<file path="src/rtl/fetch_stage_if.sv">
`default_nettype none
// ============================================================================
// Module   : fetch_stage_if
// Brief    : Decode-side control, instruction-memory and IF/ID signals of the
//            fetch stage.
// Revision : 1.0
// ============================================================================
interface fetch_stage_if #(
   parameter int COUNT_W = 16
);
   logic               Stall;
   logic               Flush;
   logic               BranchTaken;
   logic [31:0]        BranchTarget;
   logic               Jump;
   logic [25:0]        JumpIndex;
   logic               Jr;
   logic [31:0]        JrTarget;
   logic [31:0]        ImemData;
   logic [31:0]        ImemAddr;
   logic [31:0]        PC;
   logic [31:0]        IFID_Instruction;
   logic [31:0]        IFID_PCPlus4;
   logic               IFID_Valid;
   logic [COUNT_W-1:0] FetchCount;

   // Decode/memory side: drives controls and the returned word.
   modport master (
      output Stall, Flush, BranchTaken, BranchTarget, Jump, JumpIndex,
             Jr, JrTarget, ImemData,
      input  ImemAddr, PC, IFID_Instruction, IFID_PCPlus4, IFID_Valid,
             FetchCount
   );

   // Fetch stage side.
   modport slave (
      input  Stall, Flush, BranchTaken, BranchTarget, Jump, JumpIndex,
             Jr, JrTarget, ImemData,
      output ImemAddr, PC, IFID_Instruction, IFID_PCPlus4, IFID_Valid,
             FetchCount
   );
endinterface
`default_nettype wire

</file>
<file path="src/rtl/fetch_stage.sv">
`default_nettype none
// ============================================================================
// Module   : fetch_stage
// Brief    : Program counter, next-PC selection and IF/ID pipeline register
//            with a saturating count of delivered instructions.
// Revision : 1.0
// ============================================================================
module fetch_stage #(
   parameter logic [31:0] RESET_PC = 32'h00000000,
   parameter int          COUNT_W  = 16
) (
   input  wire logic   Clk,
   input  wire logic   Reset,
   fetch_stage_if.slave fif
);
   localparam logic [COUNT_W-1:0] c_count_max = '1;
   localparam logic [COUNT_W-1:0] c_count_one = COUNT_W'(1);

   logic [31:0]        r_pc;
   logic [31:0]        r_ifid_instr;
   logic [31:0]        r_ifid_pcplus4;
   logic               r_ifid_valid;
   logic [COUNT_W-1:0] r_fetch_count;

   logic [31:0]        w_pc_plus4;
   logic               w_redirect;
   logic [31:0]        w_target;

   assign w_pc_plus4 = r_pc + 32'd4;
   assign w_redirect = fif.Jr | fif.Jump | fif.BranchTaken;

   // Jr outranks Jump, which outranks a taken branch; word alignment forced.
   always_comb begin
      w_target = {fif.BranchTarget[31:2], 2'b00};
      if (fif.Jr) begin
         w_target = {fif.JrTarget[31:2], 2'b00};
      end else if (fif.Jump) begin
         w_target = {r_ifid_pcplus4[31:28], fif.JumpIndex, 2'b00};
      end
   end

   always_ff @(posedge Clk or posedge Reset) begin
      if (Reset) begin
         r_pc           <= RESET_PC;
         r_ifid_instr   <= 32'h00000000;
         r_ifid_pcplus4 <= 32'h00000000;
         r_ifid_valid   <= 1'b0;
         r_fetch_count  <= '0;
      end else if (w_redirect) begin
         r_pc           <= w_target;
         r_ifid_instr   <= 32'h00000000;
         r_ifid_pcplus4 <= 32'h00000000;
         r_ifid_valid   <= 1'b0;
      end else if (fif.Flush) begin
         r_ifid_instr   <= 32'h00000000;
         r_ifid_pcplus4 <= 32'h00000000;
         r_ifid_valid   <= 1'b0;
         if (!fif.Stall) begin
            r_pc <= w_pc_plus4;
         end
      end else if (!fif.Stall) begin
         r_pc           <= w_pc_plus4;
         r_ifid_instr   <= fif.ImemData;
         r_ifid_pcplus4 <= w_pc_plus4;
         r_ifid_valid   <= 1'b1;
         if (r_fetch_count != c_count_max) begin
            r_fetch_count <= r_fetch_count + c_count_one;
         end
      end
   end

   assign fif.ImemAddr         = r_pc;
   assign fif.PC               = r_pc;
   assign fif.IFID_Instruction = r_ifid_instr;
   assign fif.IFID_PCPlus4     = r_ifid_pcplus4;
   assign fif.IFID_Valid       = r_ifid_valid;
   assign fif.FetchCount       = r_fetch_count;
endmodule
`default_nettype wire

</file>
<file path="src/flat_wrapper.sv">
// flat-port wrapper written by rule: the top's interface ports become plain ports
module fetch_stage_flat 
#(
   parameter logic [31:0] RESET_PC = 32'h00000000,
   parameter int          COUNT_W  = 16
)
  (Clk, Reset, fif_Stall, fif_Flush, fif_BranchTaken, fif_BranchTarget, fif_Jump, fif_JumpIndex, fif_Jr, fif_JrTarget, fif_ImemData, fif_ImemAddr, fif_PC, fif_IFID_Instruction, fif_IFID_PCPlus4, fif_IFID_Valid, fif_FetchCount);
  fetch_stage_if #(.COUNT_W(COUNT_W)) fif_i ();
  input  wire logic Clk;
  input  wire logic Reset;
  input wire logic [$bits(fif_i.Stall)-1:0] fif_Stall;
  input wire logic [$bits(fif_i.Flush)-1:0] fif_Flush;
  input wire logic [$bits(fif_i.BranchTaken)-1:0] fif_BranchTaken;
  input wire logic [$bits(fif_i.BranchTarget)-1:0] fif_BranchTarget;
  input wire logic [$bits(fif_i.Jump)-1:0] fif_Jump;
  input wire logic [$bits(fif_i.JumpIndex)-1:0] fif_JumpIndex;
  input wire logic [$bits(fif_i.Jr)-1:0] fif_Jr;
  input wire logic [$bits(fif_i.JrTarget)-1:0] fif_JrTarget;
  input wire logic [$bits(fif_i.ImemData)-1:0] fif_ImemData;
  output wire logic [$bits(fif_i.ImemAddr)-1:0] fif_ImemAddr;
  output wire logic [$bits(fif_i.PC)-1:0] fif_PC;
  output wire logic [$bits(fif_i.IFID_Instruction)-1:0] fif_IFID_Instruction;
  output wire logic [$bits(fif_i.IFID_PCPlus4)-1:0] fif_IFID_PCPlus4;
  output wire logic [$bits(fif_i.IFID_Valid)-1:0] fif_IFID_Valid;
  output wire logic [$bits(fif_i.FetchCount)-1:0] fif_FetchCount;
  assign fif_i.Stall = fif_Stall;
  assign fif_i.Flush = fif_Flush;
  assign fif_i.BranchTaken = fif_BranchTaken;
  assign fif_i.BranchTarget = fif_BranchTarget;
  assign fif_i.Jump = fif_Jump;
  assign fif_i.JumpIndex = fif_JumpIndex;
  assign fif_i.Jr = fif_Jr;
  assign fif_i.JrTarget = fif_JrTarget;
  assign fif_i.ImemData = fif_ImemData;
  assign fif_ImemAddr = fif_i.ImemAddr;
  assign fif_PC = fif_i.PC;
  assign fif_IFID_Instruction = fif_i.IFID_Instruction;
  assign fif_IFID_PCPlus4 = fif_i.IFID_PCPlus4;
  assign fif_IFID_Valid = fif_i.IFID_Valid;
  assign fif_FetchCount = fif_i.FetchCount;
  fetch_stage #(.RESET_PC(RESET_PC), .COUNT_W(COUNT_W)) u_core (.Clk(Clk), .Reset(Reset), .fif(fif_i));
endmodule
</file>
<file path="config.mk">
export PLATFORM = sky130hd
export DESIGN_NAME = fetch_stage_flat
export DESIGN_NICKNAME = d
export VERILOG_FILES = /design/src/rtl/fetch_stage_if.sv /design/src/rtl/fetch_stage.sv /design/src/flat_wrapper.sv
export SDC_FILE = /design/constraint.sdc
export NUM_CORES = 1
export LEC_CHECK = 0
export ABC_AREA = 1
export CAP_MARGIN = 40
export CELL_PAD_IN_SITES_DETAIL_PLACEMENT = 1
export CELL_PAD_IN_SITES_GLOBAL_PLACEMENT = 1
export CORE_MARGIN = 1
export CORE_UTILIZATION = 40
export DETAILED_ROUTE_END_ITERATION = 8
export DONT_BUFFER_PORTS = 1
export PLACE_DENSITY = 0.73
export SLEW_MARGIN = 20
export SYNTH_ARGS = -nofsm -noshare
export SYNTH_HDL_FRONTEND = slang
export SYNTH_SLANG_ARGS = --single-unit
</file>
<file path="constraint.sdc">
create_clock -name Clk -period 3.37 [get_ports Clk]
set_input_delay 0.674 -clock Clk [delete_from_list [all_inputs] [get_ports Clk]]
set_output_delay 0.674 -clock Clk [all_outputs]
set_load 0.02 [all_outputs]
</file>
======== After elaboration in Yosys (flattened, before gate mapping) ========
Cells that the tools add are included.
cells by class
  $add $sub $neg .......................... 2
  $mul .................................... 0
  div/mod/pow operators ................... 0
  order comparisons ....................... 0
  equal/unequal tests ..................... 3
  shift-type cells ........................ 0
  mux-type cells .......................... 12
  bitwise operators ....................... 5
  reductions and logical operators ........ 1
operator list
  cell                     count
  $mux W32                 9
  $add A32 B3 Y32 const B  1
  $add A16 B1 Y16 const B  1
  $ne A16 B16 Y1 const B   1
  $reduce_and A4 Y1        1
  $mux W1                  3
  $ne A3 B1 Y1 const B     1
  $not A1 Y1               3
  $ne A2 B1 Y1 const B     1
  $or A1 B1 Y1             2
word-level totals
  flip-flop bits (word level) ............. 113
  bits in latches ......................... 0
  memory bits (writable) .................. 0
  bits in read-only memories .............. 0
  bits of input ports ..................... 129
  output and inout bits ................... 145
  word-level logic and storage cells ...... 28
  memories kept ........................... 0

======== Depth between registers and ports, before layout ========
  depth after elaboration ................. 4
  depth in mapped cells ................... 10
  gate-level depth less buffers ........... 10

======== Worst setup path after synthesis ========
No wires, ideal clock.
  path kind ............................... input-to-reg
  start point ............................. input port fif_Jump
  end point ............................... register u_core.r_fetch_count[0], in the netlist u_core.fif.FetchCount[0]
  library setup time ...................... 0.065 ns
  data arrival time ....................... 1.732 ns
  required time ........................... 3.305 ns
  setup slack ............................. 1.573 ns
  cell stages on the path ................. 8
  path buffers ............................ 1
  cells stage by stage .................... nor2_1 > nand2_2 > nor3_4 > inv_2 > nor2_2 > buf_2 > nand2_1 > nand2_1
on the way
  word-level cells in the longest chain between the ends .. 4
ends and longest elaborated chain
  element                             line                source
  start: declaration                  flat_wrapper.sv:15  input wire logic [$bits(fif_i.Jump)-1:0] fif_Jump;
  $or A1 B1 Y1 (2 in a row)           fetch_stage.sv:30   assign w_redirect = fif.Jr | fif.Jump | fif.BranchTaken;
  $not A1 Y1 (no source line)         n/a
  $reduce_and A4 Y1 (no source line)  n/a
  end signal: assignment              fetch_stage.sv:67   r_fetch_count <= r_fetch_count + c_count_one;
  end: declaration                    fetch_stage.sv:23   logic [COUNT_W-1:0] r_fetch_count;
Every way passes these cells.
A chain may end at the register's enable or synchronous reset.

======== Worst setup path after layout ========
  start point ............................. register u_core.r_pc[2], in the netlist u_core.fif.ImemAddr[2]
  end point ............................... register u_core.r_ifid_pcplus4[20], in the netlist u_core.fif.IFID_PCPlus4[20]
on the way
  word-level cells in the longest chain between the ends .. 4
ends and longest elaborated chain
  element                   line               source
  start: declaration        fetch_stage.sv:19  logic [31:0] r_pc;
  start signal: assignment  fetch_stage.sv:50  r_pc <= w_target;
  start signal: assignment  fetch_stage.sv:59  r_pc <= w_pc_plus4;
  start signal: assignment  fetch_stage.sv:62  r_pc <= w_pc_plus4;
  $add A32 B3 Y32           fetch_stage.sv:29  assign w_pc_plus4 = r_pc + 32'd4;
  $mux W32                  fetch_stage.sv:61  end else if (!fif.Stall) begin
  $mux W32                  fetch_stage.sv:54  end else if (fif.Flush) begin
  $mux W32                  fetch_stage.sv:49  end else if (w_redirect) begin
  end signal: assignment    fetch_stage.sv:64  r_ifid_pcplus4 <= w_pc_plus4;
  end: declaration          fetch_stage.sv:21  logic [31:0] r_ifid_pcplus4;
Every way passes these cells. The select of a mux whose other input is x is not followed.

==> reports/qor.txt <==
Initial Utilization: 41.0%
CTS max path bufs: 2
maximum fanout along the worst path: 7
total die area: 0.0160 sq mm
most used cell, CP: nand2_1
crit share post-route: 68.5%
Core Area: 0.0151 sq mm
hold crit path type: in2async
Max-cap violations: 0
Worst R2R End: u_core.fif.IFID_PCPlus4[20]
Critical path buffers and inverters: 0
sequential fraction of design power: 53.5%
syn_area_per_cell: 7.41 sq um
internal reg-to-reg setup slack: 1.06 ns
cells on worst reg2reg path: 10
DPL Wire Length: 14.4 mm
vias in the first global route: 5612
Power Dens Cells: 470 mW/mm^2
Ys Warns: 0
sequential cell area: 0.00275 sq mm
CTS tree: yes
grt ovf: 0
first-pass GRT wire length: 31.1 mm
clock tree sinks: 110
leading cell type in the layout, fill and taps excluded: nand2_1
dpl cell area: 0.00616 sq mm
chip height: 127 microns
RSZ-0062 raised after global routing: no
Synth Instances: 837
multi-input logic area: 0.00289 sq mm
DR vias/cell: 5.64
pre-CTS setup slack: 0.826 ns
Max Clock Skew: 0.0158 ns
Tot GR Track Use: 25.3%
Most used DFF post-synth: dfrtp_1
#FFs+latches synth: 110
Worst setup SP type: register
# hold bufs at CTS: 0
Worst-Skew Late Latency: 0.36 ns
die width: 127 microns
VDD IR-drop max: 0.251 mV
worst-margin pin slew: 0.685 ns
# H-tree levels: 3
CP required: 3.61 ns
Root Buffer Master: clkbuf_16
detailed-route via count: 5539
layout overhead on the synthesized area: 4.20%
initial antenna violation count: 0
EDFF count, synth: 0
final hold violations: 0
DRT Pass-1 Iters: 5
share of cells above drive strength 1: 4.53%
largest net degree at the start of global routing: 64
fin worst setup slack: 1.06 ns
Worst path depth: 10
Internal: 2.01 mW
shortest period the worst path allows: 2.31 ns
crit path from: u_core.fif.ImemAddr[2]
clock-pin slew on the worst setup and hold paths: 0.08 ns
post-synthesis cell area: 0.00620 sq mm
number of nets in the layout: 920
# IOs: 274
gp weighted congestion: 0.859
row cnt: 45
Switching Share: 33.7%
Residual DRC: 0
critical path endpoint category: register
logic gate share of total power: 10.6%
CP endpoint: u_core.fif.IFID_PCPlus4[20]
Post CTS Setup Buffer Count: 0
most frequent cells in the layout: nand2_1 (331), dfrtp_1 (110), a21oi_1 (63), nor2_1 (52), nand3_1 (46)
delay-heaviest family, CP: simple AND/OR/NAND/NOR gates
Crit path arrival time: 2.55 ns
post-route cell area: 0.00646 sq mm
register area share after synthesis: 44.4%
Max stage delay on crit path: 0.72 ns
Slew Limit Fails: 0
Synth cell types: 27
Sw Pwr: 1.02 mW
setup TNS: 0 ns
final WL: 19.8 mm
post-cts sizing count: 0
worst-path cell chain: ha_1 > nand2_1 > nor2_1 > nand2_1 > nor2_1 > nand2_1 > nand2_1 > nand2_1 > nand2_1 > nand2_1
diodes inserted: 0
Critical-path top delay cell: dfrtp_1
final setup violation count: 0
Wirelength per Cell: 20.1 microns
critical path class: reg2reg
Rel. slew slack: 54.3%
Post-DRT Antenna Nets: 0
total CTS buffers: 9
status: complete, no violations
Iter 0 DRT Violations: 289
leak pwr: 3.15 nW
worst r2r src: u_core.fif.ImemAddr[2]
ys async rst share: 100%
highest clock rate: 0.433 GHz
Hold WS: 0.156 ns
fillers: 1912
Clock power frac: 35.9%
Port Buffers: 0
==> worst min-delay path by stage <==
stage          slack [ns]                  start  depth (start not counted)                         to
4_1_cts              0.16                  Reset                          1  u_core.fif.FetchCount[15]
2_1_floorplan        0.58  u_core.fif.IFID_Valid                          2      u_core.fif.IFID_Valid
6_report             0.16                  Reset                          1  u_core.fif.FetchCount[15]
3_5_place_dp         0.55                  Reset                          1  u_core.fif.FetchCount[15]
5_1_grt              0.17                  Reset                          1  u_core.fif.FetchCount[15]
3_3_place_gp         0.54                  Reset                          1  u_core.fif.FetchCount[15]
==> registers in the layout, summed over array words and instances, names as in the netlist <==
name,count
u_core.fif.FetchCount,16
u_core.fif.IFID_Instruction,32
u_core.fif.IFID_PCPlus4,31
u_core.fif.IFID_Valid,1
u_core.fif.ImemAddr,30
==> power by group through the flow <==
stage / clock network (mW) / logic, mW / registers (mW)
finish: 1.09 / 0.322 / 1.62
global route: 1.16 / 0.374 / 1.64
CTS: 1.12 / 0.329 / 1.63
detailed placement: 0 / 0.326 / 1.65
global placement: 0 / 0.312 / 1.65
floorplan: 0 / 0.366 / 1.55
==> metal layers <==
layer	vias up	wire (microns)	global-route usage [%]
met2	204	9650	42.6
met1	2752	8520	32.4
met4	0	167	5.95
met5	-	0	0
li1	2569	-	-
met3	14	1450	6.62
==> synthesized netlist by cell type (6+ instances only) <==
library cell    n  area, sq um
o211ai_1        9         67.6
buf_2           8         40.0
xnor2_1         9         78.8
dfrtp_1       110         2750
nor2_1         54          203
o21ai_0        23          115
buf_4          35          263
nand3_1        46          230
clkbuf_1       27          101
inv_1          41          154
a22o_1         36          315
a21oi_1        63          315
nand4_1         6         37.5
xor2_1         13          114
nor3_1          7         35.0
nand2_1       331         1240
==> cell families (layout without fill, tap and decap cells) <==
family	Yosys count	after routing	synth area share [%]
AOI/OAI and AO/OA	133	133	13.4
and+or+nand+nor	454	454	29.4
DFF	110	110	44.4
adders and majority gates	2	2	0.403
buffers and inverters	115	69	9.24
xor gates and xnor gates	22	22	3.11
other	1	4	0.0605
==> final cells by class <==
type / instances / share of cell area, %
clock inverter: 7 / 1.16
tap: 188 / 3.64
clock buffer: 9 / 3.48
sequential: 110 / 42.6
inverter: 44 / 2.61
multi-input combinational: 615 / 44.8
timing repair buffer: 9 / 1.74
==> stage by stage <==
| stage | power (mW) | util, % | std cells |
|---|---|---|---|
| final | 3.04 | 42.7 | 982 |
| after global routing | 3.18 | 42.7 | 982 |
| after CTS | 3.08 | 42.7 | 982 |
| after detailed placement | 1.98 | 40.7 | 966 |
| after global placement | 1.96 | 40.5 | 965 |
| after floorplan | 1.91 | - | 840 |
Power figures use the tool's default switching activity.
